## src/rtl/nes_pad_responder.sv

```systemverilog
// nes_pad_responder: controller-side NES pad emulation (4021-style PISO).
// The host's latch_in and pclk_in are asynchronous. Each one is synchronised,
// edge-detected and then drives a small IDLE/LATCH/SHIFT FSM.
// Optional feature macro: NES_PAD_TURBO_EN adds turbo A/B with a latch-counted phase.
module nes_pad_responder #(
  parameter int   SYNC_STAGES = 2,
  parameter logic FILL        = 1'b1,
  parameter bit   INVERT      = 1'b1,
  parameter int   TURBO_LATCH = 4
) (
  input  logic       CLK,
  input  logic       reset,
  input  logic       en,
  input  logic [7:0] buttons,
  input  logic       latch_in,
  input  logic       pclk_in,
`ifdef NES_PAD_TURBO_EN
  input  logic [1:0] turbo,
`endif
  output logic       data_out,
  output logic       busy
);

  typedef enum logic [1:0] {IDLE, LATCH, SHIFT} state_t;

  // The register stores the logical bit that gives wire level FILL after the optional inversion.
  localparam logic FILL_BIT = INVERT ? ~FILL : FILL;

  state_t                 state, state_n;
  logic [7:0]             sr, sr_n;
  logic [3:0]             bit_cnt, bit_cnt_n;
  logic                   dout_n;
  logic [SYNC_STAGES-1:0] l_sync, p_sync;
  logic                   l_prev, p_prev;
  logic                   l_rise, l_fall, p_rise;
  logic [7:0]             eff_buttons;

  // Synchronisers, plus one extra stage for edge detection. They freeze while en is low.
  always_ff @(posedge CLK) begin
    if (reset) begin
      l_sync <= '0;
      p_sync <= '0;
      l_prev <= 1'b0;
      p_prev <= 1'b0;
    end else if (en) begin
      l_sync <= {l_sync[SYNC_STAGES-2:0], latch_in};
      p_sync <= {p_sync[SYNC_STAGES-2:0], pclk_in};
      l_prev <= l_sync[SYNC_STAGES-1];
      p_prev <= p_sync[SYNC_STAGES-1];
    end
  end

  assign l_rise =  l_sync[SYNC_STAGES-1] & ~l_prev;
  assign l_fall = ~l_sync[SYNC_STAGES-1] &  l_prev;
  assign p_rise =  p_sync[SYNC_STAGES-1] & ~p_prev;

`ifdef NES_PAD_TURBO_EN
  localparam int TW = (TURBO_LATCH < 2) ? 1 : $clog2(TURBO_LATCH);
  logic [TW-1:0] turbo_cnt;
  logic          phase;

  // Turbo phase flips every TURBO_LATCH completed latches (counted on l_fall).
  always_ff @(posedge CLK) begin
    if (reset) begin
      turbo_cnt <= '0;
      phase     <= 1'b0;
    end else if (en && l_fall) begin
      if (turbo_cnt == TW'(TURBO_LATCH - 1)) begin
        turbo_cnt <= '0;
        phase     <= ~phase;
      end else begin
        turbo_cnt <= turbo_cnt + 1'b1;
      end
    end
  end

  assign eff_buttons = {buttons[7:2],
                        buttons[1] & (~turbo[1] | phase),
                        buttons[0] & (~turbo[0] | phase)};
`else
  assign eff_buttons = buttons;
`endif

  // Next-state logic. A latch takes priority over a coincident pulse, and it aborts any frame in progress.
  always_comb begin
    logic load, shift;
    state_n   = state;
    sr_n      = sr;
    bit_cnt_n = bit_cnt;
    load      = 1'b0;
    shift     = 1'b0;
    case (state)
      IDLE: begin
        if (l_rise) begin
          state_n = LATCH;
          load    = 1'b1;
        end
      end
      LATCH: begin
        // Transparent load while latch is high; the snapshot freezes on the fall.
        if (l_fall) state_n = SHIFT;
        else        load    = 1'b1;
      end
      SHIFT: begin
        if (l_rise) begin
          state_n = LATCH;
          load    = 1'b1;
        end else if (p_rise) begin
          shift = 1'b1;
          if (bit_cnt == 4'd7) state_n = IDLE;
        end
      end
      default: state_n = IDLE;
    endcase
    if (load) begin
      sr_n      = eff_buttons;
      bit_cnt_n = 4'd0;
    end else if (shift) begin
      sr_n      = {FILL_BIT, sr[7:1]};
      bit_cnt_n = (bit_cnt == 4'd8) ? bit_cnt : bit_cnt + 4'd1;
    end
    // data_out only moves when the shifter does, so it stays at FILL after reset and in IDLE.
    dout_n = (load || shift) ? (INVERT ? ~sr_n[0] : sr_n[0]) : data_out;
  end

  // State, shifter and registered serial output.
  always_ff @(posedge CLK) begin
    if (reset) begin
      state    <= IDLE;
      sr       <= '0;
      bit_cnt  <= '0;
      data_out <= FILL;
    end else if (en) begin
      state    <= state_n;
      sr       <= sr_n;
      bit_cnt  <= bit_cnt_n;
      data_out <= dout_n;
    end
  end

  assign busy = (state != IDLE);

endmodule

```

## config.mk

```make
export PLATFORM = sky130hd
export DESIGN_NAME = nes_pad_responder
export DESIGN_NICKNAME = d
export VERILOG_FILES = /design/src/rtl/nes_pad_responder.sv
export SDC_FILE = /design/constraint.sdc
export NUM_CORES = 1
export LEC_CHECK = 0
export BUFFER_PORTS_ARGS = -buffer_cell sky130_fd_sc_hd__buf_2
export CAP_MARGIN = 20
export CORE_AREA = 2 2 50 64
export DETAILED_ROUTE_END_ITERATION = 12
export DIE_AREA = 0 0 52 66
export PLACE_DENSITY = 0.56
export SLEW_MARGIN = 20
export SYNTH_ARGS = -nofsm -noshare
export SYNTH_HDL_FRONTEND = slang
export SYNTH_SLANG_ARGS = --single-unit
export TNS_END_PERCENT = 100
```

## constraint.sdc

```tcl
create_clock -name CLK -period 1.5 [get_ports CLK]
set_input_delay 0.3 -clock CLK [delete_from_list [all_inputs] [get_ports CLK]]
set_output_delay 0.3 -clock CLK [all_outputs]
set_load 0.005 [all_outputs]
```

==> results.json <==
{
  "status": "finished clean",
  "synth_seq_cells": 21,
  "yosys_warnings": 0,
  "synthArstFlopShare_pct": 0,
  "drt-initial-drc-count": 15,
  "worstReg2RegEnd": "bit_cnt[2]",
  "holdPathEnd": "l_sync[0]",
  "report.final.slew_viol_count": 0,
  "seq_area_frac_synth_pct": 38.8,
  "cp-end-kind": "flop",
  "cap_violations": 0,
  "syn-cell-area_mm2": 0.00108,
  "grt-ovfl-total": 0,
  "rsz0062_at_grt": "yes",
  "finalHoldViolCount": 0,
  "avgSynthCellArea_um2": 8.97,
  "rows": 22,
  "num_vias": 963,
  "drtPass1Iterations": 4,
  "die_w_um": 52,
  "diodes": 0,
  "tightestPinTransition_ps": 310,
  "crit_path_start": "state[0]",
  "slowest_stage": "dfxtp_4",
  "min_from": "latch_in",
  "yosys-top-cells-area": "dfxtp_1, mux2i_1, nor2_1, nand2_1, a21oi_1",
  "wl_per_cell_um": 13.0,
  "yosys_most_used_dff": "dfxtp_1",
  "critPathMaxFanout": 5,
  "synth.most_common_cell": "dfxtp_1",
  "die_h_um": 66,
  "synth_edf_count": 0,
  "syn_nets": 136,
  "grt_first_pass_wirelength_um": 3840,
  "layout.nets": 166,
  "finalWirelength_um": 2410,
  "dieArea_mm2": 0.00343,
  "slew_headroom_pct": 79.4,
  "htree_levels": 1,
  "gp_congestion": 0.813,
  "hold_path_depth": 3,
  "skew_ps": 4.44,
  "powerDensity_mw_per_mm2": 714,
  "numCtsBuffers": 3,
  "fmax_ghz": 0.679,
  "antenna_found_initial": 0,
  "io_pins": 15,
  "synth_common_cells": "dfxtp_1, nor2_1, nand2_1",
  "fin_total_pwr_mw": 0.992,
  "r2r_cells": 6,
  "cp_cell_sequence": "nor3b_4 -> nand3_4 -> buf_4 -> nor4b_2 -> nand3_1 -> a21oi_1",
  "cts_tree": "done",
  "cp_slowest_stage_delay_ps": 380,
  "root_buffer": "clkbuf_4",
  "vdd_drop_max_uv": 407,
  "dpl.hpwl_um": 1650,
  "netlist_instances": 121,
  "crit_type": "flop to flop",
  "cts_buffer_depth": 2,
  "antenna_left": 0,
  "synthDistinctLibCells": 38,
  "fill_cells": 280,
  "leakage_nw": 0.521,
  "avgViaCountPerCell": 5.18,
  "final_cells": 186,
  "r2r_start": "state[0]",
  "grt_pass1_vias": 908,
  "synth_top_cell_by_area": "dfxtp_1",
  "port_buffers": 14,
  "clk_pin_slew_ps": 120,
  "grt_max_degree": 15,
  "core_mm2": 0.00284,
  "numPlacedInstances": 177,
  "clk_latency_ps": 300,
  "grt_usage_pct": 14.8,
  "post-route-period-util_pct": 98.2,
  "syn_to_final_growth_pct": 28.1,
  "drc": 0,
  "rrSetupSlack_ps": 30,
  "start_util_pct": 38.3,
  "seqCellArea_um2": 429,
  "startpoint_type": "flop",
  "period_minus_slack_ps": 1470,
  "critical_path_arrival_ps": 1710,
  "setup_viol": 0,
  "multi_input_area_um2": 636,
  "hold_buffers": 0,
  "worst-endpoint-required_ps": 1740,
  "hold_class": "primary input to flop",
  "cts.sinks": 21,
  "synth_top_area_share_pct": 38.8,
  "drive_above_1_share_pct": 38.0
}
## logic make-up (layout without fill, tap and decap cells)
kind of cell | after synthesis | in the layout | share of synthesized area [%]
AOI/OAI and AO/OA | 30 | 30 | 21.7
adders and majority gates | 2 | 2 | 2.31
buffers and inverters | 12 | 41 | 6.46
DFF | 21 | 21 | 38.8
muxes | 8 | 8 | 7.38
and+or+nand+nor | 48 | 48 | 23.4
## placed cells by master, fill, tap and decap left out, types with 2 or more instances in the layout
cell type / instances
ha_1: 2
nand3_1: 2
o21ai_1: 2
buf_6: 3
a311oi_2: 2
a311oi_1: 3
clkbuf_4: 3
nor3_1: 2
a21oi_1: 7
dfxtp_2: 4
inv_1: 4
o22ai_1: 2
nand2b_1: 2
nor3b_1: 2
nand2_1: 13
mux2i_1: 8
nor2_1: 17
o21ai_0: 3
buf_4: 16
buf_2: 13
dfxtp_1: 16
## power breakdown
group	leakage (nW)	internal, mW	switching (mW)	total, mW
registers	0.173	0.571	0.00896	0.580
clock network	0.0150	0.103	0.174	0.278
logic	0.333	0.0668	0.0680	0.135
## per-layer routing
layer	vias up	track usage, %	routed length [um]
met2	21	26.9	1200
li1	489	-	-
met4	0	4.93	15
met1	451	17.2	1120
met3	2	2.04	78
met5	-	0	0
## sequential cells by signal, indices dropped and copies added, names as in the netlist
register / cells
data_out: 1
l_sync: 2
l_prev: 1
p_sync: 2
state: 2
sr: 8
p_prev: 1
bit_cnt: 4
## how the worst max path moves through the flow
stage                 end  slack [ps]
5_1_grt        bit_cnt[2]         -50
3_5_place_dp     data_out           2
4_1_cts        bit_cnt[2]           4
3_3_place_gp   bit_cnt[1]          40
2_1_floorplan       sr[4]          60
6_report       bit_cnt[2]          30
## per-stage QoR
stage / setup TNS (ps) / cell area (um^2) / worst slack, ps / utilization [%] / hold slack, ps
global route: -138 / 1390 / -45.9 / 49.0 / 241
CTS: 0 / 1320 / 3.60 / 46.7 / 224
detailed placement: 0 / 1260 / 2.42 / 44.5 / 460
floorplan: 0 / 1080 / 59.9 / - / 441
finish: 0 / 1390 / 27.7 / 49.0 / 223
global placement: 0 / 1260 / 41.4 / 44.5 / 453
## worst max-delay path: cells and delay by family, from the launching register on
| family | cells | cell delay [ps] |
|---|---|---|
| AOI/OAI and AO/OA | 1 | 130 |
| buffers and inverters | 1 | 170 |
| DFF | 1 | 380 |
| and+or+nand+nor | 4 | 740 |
## timing repair
action	in CTS	in global routing
buffers inserted	3	2
pin swaps	1	7
gates resized for setup	5	14
gates cloned	0	0
setup endpoints to repair	4	13
## final cells by class
class | count | area share, %
Inverter | 4 | 1.08
Multi-Input combinational cell | 88 | 45.7
Timing Repair Buffer | 33 | 17.2
Tap cell | 36 | 3.24
Clock buffer | 4 | 1.89
Sequential cell | 21 | 30.9
No activity file was read; power rests on OpenSTA's default activity.
